===== src/rtl/vend_ctrl_multi.sv =====
// vend_ctrl_multi: multi-item vending controller with coin credit, cancel, timeout refund and coin-by-coin change.
// Ports:
//   clk, reset_n        clock, asynchronous active-low reset
//   coin5, coin10       one-cycle coin insertion pulses (both together = 15)
//   sel_valid, sel_item item selection request and index
//   cancel              refund request
//   credit              current credit
//   vend_valid/item     one-cycle dispense strobe and dispensed item
//   sel_deny            selection refused (short credit or bad index)
//   coin_reject         inserted coin(s) returned unaccepted
//   chg5, chg10         eject one change coin
//   busy, state_o       VEND/CHANGE indicator and raw state encoding
module vend_ctrl_multi #(
    parameter int                         N_ITEMS     = 4,
    parameter int                         PRICE_W     = 8,
    parameter logic [PRICE_W*N_ITEMS-1:0] ITEM_PRICES = 32'h2D_28_19_0F,
    parameter int                         MAX_CREDIT  = 200,
    parameter int                         TIMEOUT     = 1000,
    parameter int                         SEL_W       = 2
) (
    input  logic               clk,
    input  logic               reset_n,
    input  logic               coin5,
    input  logic               coin10,
    input  logic               sel_valid,
    input  logic [SEL_W-1:0]   sel_item,
    input  logic               cancel,
    output logic [PRICE_W-1:0] credit,
    output logic               vend_valid,
    output logic [SEL_W-1:0]   vend_item,
    output logic               sel_deny,
    output logic               coin_reject,
    output logic               chg5,
    output logic               chg10,
    output logic               busy,
    output logic [1:0]         state_o
);
    localparam int TMR_W = (TIMEOUT > 2) ? $clog2(TIMEOUT) : 1;
    localparam logic [TMR_W-1:0]   TMR_LAST = TMR_W'(TIMEOUT - 1);
    localparam logic [PRICE_W:0]   MAX_C    = (PRICE_W+1)'(MAX_CREDIT);
    localparam logic [PRICE_W-1:0] C5       = PRICE_W'(5);
    localparam logic [PRICE_W-1:0] C10      = PRICE_W'(10);

    typedef enum logic [1:0] {IDLE = 2'd0, COLLECT = 2'd1, VEND = 2'd2, CHANGE = 2'd3} state_t;

    state_t             state_q, state_d;
    logic [PRICE_W-1:0] credit_q, credit_d;
    logic [TMR_W-1:0]   tmr_q, tmr_d;
    logic [SEL_W-1:0]   item_q, item_d;
    logic vend_q, vend_d, deny_q, deny_d, rej_q, rej_d, c5_q, c5_d, c10_q, c10_d;

    logic [PRICE_W-1:0] price;
    logic [PRICE_W:0]   coin_val, sum;
    logic               item_ok, buy, coin_any, coin_ok;

    always_comb begin
        price = '0;
        for (int i = 0; i < N_ITEMS; i++)
            if (int'(sel_item) == i) price = ITEM_PRICES[PRICE_W*i +: PRICE_W];
    end

    assign item_ok  = int'(sel_item) < N_ITEMS;
    assign buy      = sel_valid && item_ok && credit_q >= price;
    assign coin_any = coin5 | coin10;
    assign coin_val = (PRICE_W+1)'(coin5 ? 5 : 0) + (PRICE_W+1)'(coin10 ? 10 : 0);
    // A coin arriving with a purchase is judged against the post-purchase credit.
    assign sum      = {1'b0, credit_q} - (buy ? {1'b0, price} : '0) + coin_val;
    assign coin_ok  = coin_any && sum <= MAX_C;

    always_comb begin
        state_d  = state_q;
        credit_d = credit_q;
        tmr_d    = '0;
        item_d   = item_q;
        vend_d   = 1'b0;
        deny_d   = 1'b0;
        rej_d    = 1'b0;
        c5_d     = 1'b0;
        c10_d    = 1'b0;
        case (state_q)
            IDLE: begin
                deny_d = sel_valid;
                rej_d  = coin_any && !coin_ok;
                if (coin_ok) begin
                    credit_d = sum[PRICE_W-1:0];
                    state_d  = COLLECT;
                end
            end
            COLLECT: begin
                // Cancel and timeout both refund; any coin in that cycle goes straight back.
                if (cancel || tmr_q == TMR_LAST) begin
                    state_d = CHANGE;
                    rej_d   = coin_any;
                end else begin
                    deny_d   = sel_valid && !buy;
                    rej_d    = coin_any && !coin_ok;
                    credit_d = coin_ok ? sum[PRICE_W-1:0] : credit_q - (buy ? price : '0);
                    tmr_d    = (coin_ok || sel_valid) ? '0 : tmr_q + 1'b1;
                    if (buy) begin
                        state_d = VEND;
                        item_d  = sel_item;
                        vend_d  = 1'b1;
                    end
                end
            end
            VEND: begin
                rej_d   = coin_any;
                state_d = (credit_q != '0) ? CHANGE : IDLE;
            end
            CHANGE: begin
                rej_d    = coin_any;
                c10_d    = credit_q >= C10;
                c5_d     = credit_q < C10 && credit_q >= C5;
                credit_d = c10_d ? credit_q - C10 : c5_d ? credit_q - C5 : '0;
                state_d  = (credit_d == '0) ? IDLE : CHANGE;
            end
            default: begin
                state_d  = IDLE;
                credit_d = '0;
            end
        endcase
    end

    always_ff @(posedge clk or negedge reset_n) begin
        if (!reset_n) begin
            state_q  <= IDLE;
            credit_q <= '0;
            tmr_q    <= '0;
            item_q   <= '0;
            vend_q   <= 1'b0;
            deny_q   <= 1'b0;
            rej_q    <= 1'b0;
            c5_q     <= 1'b0;
            c10_q    <= 1'b0;
        end else begin
            state_q  <= state_d;
            credit_q <= credit_d;
            tmr_q    <= tmr_d;
            item_q   <= item_d;
            vend_q   <= vend_d;
            deny_q   <= deny_d;
            rej_q    <= rej_d;
            c5_q     <= c5_d;
            c10_q    <= c10_d;
        end
    end

    assign credit      = credit_q;
    assign vend_valid  = vend_q;
    assign vend_item   = item_q;
    assign sel_deny    = deny_q;
    assign coin_reject = rej_q;
    assign chg5        = c5_q;
    assign chg10       = c10_q;
    assign busy        = state_q == VEND || state_q == CHANGE;
    assign state_o     = state_q;
endmodule


===== config.mk =====
export PLATFORM = sky130hd
export DESIGN_NAME = vend_ctrl_multi
export DESIGN_NICKNAME = d
export VERILOG_FILES = /design/src/rtl/vend_ctrl_multi.sv
export SDC_FILE = /design/constraint.sdc
export NUM_CORES = 1
export LEC_CHECK = 0
export BUFFER_PORTS_ARGS = -buffer_cell sky130_fd_sc_hd__buf_2
export CAP_MARGIN = 0
export CORE_MARGIN = 2
export CORE_UTILIZATION = 45
export CTS_CLUSTER_SIZE = 8
export DETAILED_ROUTE_END_ITERATION = 16
export GPL_TIMING_DRIVEN = 0
export PLACE_DENSITY = 0.7
export SLEW_MARGIN = 20
export SYNTH_ARGS = -nofsm -noshare
export SYNTH_HDL_FRONTEND = slang
export SYNTH_SLANG_ARGS = --single-unit

===== constraint.sdc =====
create_clock -name clk -period 13.95 [get_ports clk]
set_input_delay 1.395 -clock clk [delete_from_list [all_inputs] [get_ports clk]]
set_output_delay 1.395 -clock clk [all_outputs]
set_load 0.03 [all_outputs]

=== Word-level counts from Yosys, hierarchy flattened ===
Index checks and enable logic that the tools add are counted.

* Word-level logic and storage cells: 84
* Register bits after elaboration: 27
* Output and inout bits: 18
* Input bits: 8

* Equal/unequal tests: 10
* Bitwise logic cells: 2
* Multiplexer cells: 32
* $add $sub $neg: 7
* $lt $le $gt $ge: 5
* Reductions and logical operators: 19

{| class="wikitable"
|+ Operators with widths
! kind !! count
|-
| $mux W8 || 8
|-
| $mux W10 || 3
|-
| $pmux W8 S3 || 1
|-
| $add A10 B1 Y10 const B || 1
|-
| $eq A10 B10 Y1 const B || 1
|-
| $mux W2 || 5
|-
| $add A9 B5 Y9 || 1
|-
| $le A9 B8 Y1 const B || 1
|-
| $sub A8 B8 Y9 || 1
|-
| $eq A2 B2 Y1 const B || 4
|-
| $ge A8 B3 Y1 const B || 1
|-
| $ge A8 B4 Y1 const B || 1
|-
| $ge A8 B8 Y1 || 1
|-
| $logic_not A8 Y1 || 1
|-
| $lt A8 B4 Y1 const B || 1
|-
| $mux W4 || 2
|-
| $pmux W2 S4 || 1
|-
| $reduce_bool A8 Y1 || 1
|-
| $sub A8 B3 Y8 const B || 1
|-
| $sub A8 B4 Y8 const B || 1
|-
| $sub A8 B8 Y8 || 1
|-
| $mux W1 || 7
|-
| $mux W6 || 1
|-
| $reduce_and A3 Y1 || 2
|-
| 17 further kinds || 27
|}

=== Logic depth before layout (Yosys ltp) ===
* Depth in word-level cells: 16
* Gate-level depth with buffers: 23
* Mapped depth without buffers: 22

=== Worst setup path after synthesis ===
OpenSTA, ideal clock, no wires.

* Path kind: input to register
* From: input port sel_item[0]
* To: register credit_q[6], in the netlist credit[6]
* Data arrival time: 5,783 ps
* Setup time: 120 ps
* Path buffers: 1
* Path slack: 8,046 ps
* Stages: 23
* Cell sequence: inv_1 -> ha_1 -> inv_1 -> ha_1 -> nand2b_1 -> a21o_1 -> a21oi_1 -> o21ai_0 -> o311ai_0 -> nor2_1 -> ha_1 -> inv_1 -> ha_1 -> inv_1 -> fa_1 -> nand2b_1 -> a21oi_1 -> o22ai_2 -> mux2i_2 -> buf_2 -> mux2_2 -> a31o_2 -> o211a_1

* Word-level cells in the longest chain between the ends: 15

{| class="wikitable"
|+ Ends and longest elaborated chain
! item !! line !! RTL
|-
| start: declaration || 26 || <nowiki>input logic [SEL_W-1:0] sel_item,</nowiki>
|-
| $logic_not A2 Y1 || 59 || <nowiki>if (int'(sel_item) == i) price = ITEM_PRICES[PRICE_W*i +: PRICE_W];</nowiki>
|-
| $mux W4 || 59 ||
|-
| $mux W5 || 59 ||
|-
| $mux W6 || 59 ||
|-
| $mux W8 * || 59 ||
|-
| $ge A8 B8 Y1 || 63 || <nowiki>assign buy = sel_valid && item_ok && credit_q >= price;</nowiki>
|-
| $logic_and A1 B1 Y1 || 63 ||
|-
| $mux W8 || 67, 97 ||
|-
| $sub A8 B8 Y9 || 67 || <nowiki>assign sum = {1'b0, credit_q} - (buy ? {1'b0, price} : '0) + coin_val;</nowiki>
|-
| $add A9 B5 Y9 || 67 ||
|-
| $le A9 B8 Y1 || 68 || <nowiki>assign coin_ok = coin_any && sum <= MAX_C;</nowiki>
|-
| $logic_and A1 B1 Y1 || 68 ||
|-
| $mux W8 || 97 || <nowiki>credit_d = coin_ok ? sum[PRICE_W-1:0] : credit_q - (buy ? price : '0);</nowiki>
|-
| $mux W8 || 91 || <nowiki>if (cancel || tmr_q == TMR_LAST) begin</nowiki>
|-
| $pmux W8 S3 || 80 || <nowiki>case (state_q)</nowiki>
|-
| end signal: assignment || 137 || <nowiki>credit_q <= credit_d;</nowiki>
|-
| end: declaration || 47 || <nowiki>logic [PRICE_W-1:0] credit_q, credit_d;</nowiki>
|}

Every way passes the cells marked *; elsewhere a longest branch is shown, timed or not. The select of a mux whose other input is x is not followed.
A chain may end at the register's enable or synchronous reset.

=== Worst setup path in the final report ===
* From: input port sel_item[0]
* To: register credit_q[1], in the netlist credit[1]

Same word-level chain as after synthesis.

==> results by group <==
Drt
  • DRT Pass-1 Iters: 6
  • Post-route ant nets: 0
  • Final wirelength: 9400 um
  • Initial DRC Count: 319
  • Avg WL per Cell: around 17 um
  • Via/cell ratio: 6.20
  • Via count: 3336
  • DRC violations left: 0

Floorplanning
  • Io pins: 26
  • Core Rows: 31
  • Die W: between 90 and 100 um
  • Core area: 7250 um2
  • Chip height: 90.6 um
  • Initial Util: 46.6%
  • Die footprint: 8220 um2

Global routing
  • Routing usage on met3: 3.01%
  • First-pass GRT wire length: 15600 um
  • Met1 global-route usage: approximately 30%
  • GRT Util Overall: 23.0%
  • Global route hottest layer: met2
  • Initial antenna violation count: 0
  • Congestion Overflow GR: 0
  • GR Util met2: 38.5%
  • Vias in the first global route: approximately 3200
  • Pin count of the biggest net entering global routing: 28

Run status
  • Status: completed

Finish
  • Share of cells above drive strength 1: 18.0%
  • Most frequent cells in the layout: nor2_1, ha_1, inv_1
  • Finished Core Util: 50.7%
  • Synth-to-Final Area Change: 8.81%
  • Nets: about 500
  • Antenna Cells: 0

STA
  • Peak Freq: 152 MHz
  • RSZ-0062 raised after global routing: no
  • Finish-stage setup viols: 0
  • Final-report hold violation count: 0
  • Fin crit share: 47.0%
  • Crit path time final: around 6.6 ns
  • Least-Margin Pin Slew: just under 0.9 ns
  • Slew HR: 41.0%
  • Final setup skew: 0.0130 ns
  • Slew Viols, Final: 0
  • TNS Setup: 0 ns

Critical path
  • Worst Setup End Kind: flop
  • Start of the worst register-to-register path: credit[0]
  • R2R Setup Slk: 8.11 ns
  • Reg2reg end: credit[1]
  • CP Max Fanout: 10
  • Worst-case reg-to-reg path depth: 20
  • Worst Path Arrival: 6.76 ns
  • WS Path Type: input pin to flop
  • Slowest Stage Delay on Critical Path: 0.65 ns
  • CP max stage cell: o311ai_0
  • CP required: 14.15 ns
  • Startpoint class of the critical path: input pin
  • Critical Path, Cell by Cell: buf_2 > inv_1 > ha_1 > inv_1 > ha_1 > nand2b_1 > a21o_1 > a21oi_1 > o21ai_0 > o311ai_0 > nor2_1 > ha_1 > inv_1 > ha_1 > inv_1 > fa_1 > xnor2_1 > or3b_2 > a211o_1 > nand4_1 > clkbuf_1 > nand2_1 > a221oi_1

Logic synthesis
  • FF+latch count, synth: 27
  • Synth warn: 0
  • Seq/Total Area, Yosys: 20.0%
  • Post-Syn Nets: 460
  • Post-synth EDFFs: 0
  • Ys async rst share: 100%
  • Mapped cell area: approximately 3400 um2
  • Synth Flop Type: dfrtp_1
  • Post-synthesis cell count: 410
  • Avg Cell Area, Syn: 8.24 um2
  • Library cells used by synthesis: between 70 and 80

Job
  • Max_cap viols: 0

Clock network
  • CTS Root Cell: clkbuf_8
  • Post_cts resized: 0
  • CTS Buffer Depth: 2
  • CTS tree: yes
  • Clock sink count: 27
  • H-tree depth: 1
  • Post-CTS Setup Bufs: 0
  • Clock slew at reported path FFs: 0.12 ns
  • Clock insertion delay at the later pin of the skew report: roughly 0.30 ns
  • Num CTS Buffers: 3
  • Hold-fix buffers at CTS: 0

Worst hold path
  • Worst hold-check path type: flop to flop
  • Hold path depth: 1
  • Worst Hold End: tmr_q[0]
  • Min-delay src: tmr_q[0]

Placed design
  • Placer Congestion: 0.958
  • Detailed Place HPWL: 7290 um
  • Buffers added on ports: 25
[per-layer routing]
layer / share of wire (%) / wire [um] / vias to the layer above
li1: - / - / 1564
met2: 46 / 4370 / 170
met4: 3.0 / 283 / 0
met3: 7.3 / 683 / 35
met1: 43 / 4070 / 1567
met5: 0 / 0 / -
[worst max-delay path by stage]
stage / start / to / depth (start not counted)
after CTS: sel_item[0] / credit[6] / 24
after floorplan: sel_item[0] / credit[6] / 23
after global routing: sel_item[0] / credit[6] / 24
after global placement: sel_item[0] / credit[1] / 23
final: sel_item[0] / credit[1] / 23
after detailed placement: sel_item[0] / credit[6] / 24
[critical path, delay by kind of cell]
family / cells / cell delay, ns
fa+ha+maj: 5 / 1.38
compound gates: 6 / 1.89
xor+xnor: 1 / 0.19
simple gates: 5 / 1.07
buf+inv: 6 / 0.82
[metrics by stage]
stage                     setup WS (ns)  hold slack, ns  cell area, um2  std cells
after floorplan                    8.05           0.454            3380        410
after global placement             7.26           0.477            3630        534
after detailed placement           7.19           0.481            3630        534
after CTS                          7.46           0.498            3680        538
after global routing               7.06           0.519            3680        538
final                              7.39           0.494            3680        538
[sequential cells by signal, indices dropped and copies added, names as in the netlist]
register     count
coin_reject      1
state_o          2
chg10            1
chg5             1
sel_deny         1
credit           8
vend_item        2
tmr_q           10
vend_valid       1
[synth_stat cells (3+ instances only)]
master    number  area [um2]
a21oi_1       24         120
and2_1         3        18.8
nor3_1         8        40.0
o31ai_1        4        30.0
mux2_2         5        56.3
o22ai_1        6        37.5
nor3b_1        3        22.5
nand2b_1       7        43.8
ha_1          36         450
o21ai_0       19        95.1
nand3_1       11        55.1
mux2i_1        3        30.0
xor2_1         8        70.1
a31o_2         5        43.8
nor2b_1        5        31.3
a31oi_1        6        37.5
clkbuf_1       9        33.8
o21a_1         4        30.0
nand2_1       27         101
a221oi_1       4        35.0
a41oi_1        3        26.3
nor2_1        36         135
fa_1           6         120
nor4b_1        3        26.3
nand4_1        7        43.8
and3_1         5        31.3
or3_1          3        18.8
xnor2_1        6        52.6
dfrtp_1       27         676
buf_2          3        15.0
a22oi_1        4        30.0
inv_1         34         128
nor2_2        10        62.6
a211oi_1       5        37.5
a21o_1         5        37.5
[logic make-up after synthesis]
family                     share of synthesized area (%)
DFF                                                 20.0
and+or+nand+nor                                     23.5
AOI/OAI and AO/OA                                   25.3
muxes                                               2.96
xor gates and xnor gates                            4.44
buffers and inverters                               6.89
adders and majority gates                           16.9
[layout make-up]
type | count | area (um2)
flip-flops and latches | 27 | 676
clock inverters | 1 | 7.51
multi-input cells | 331 | 2470
well taps | 99 | 124
plain buffers | 17 | 101
repair buffers | 25 | 125
inverters | 35 | 131
fillers | 713 | 3580
clock buffers | 3 | 41.3
Power is left out: the tool's default activity adds up to more than one toggle a clock period on the data nets, which glitch-free logic cannot reach.
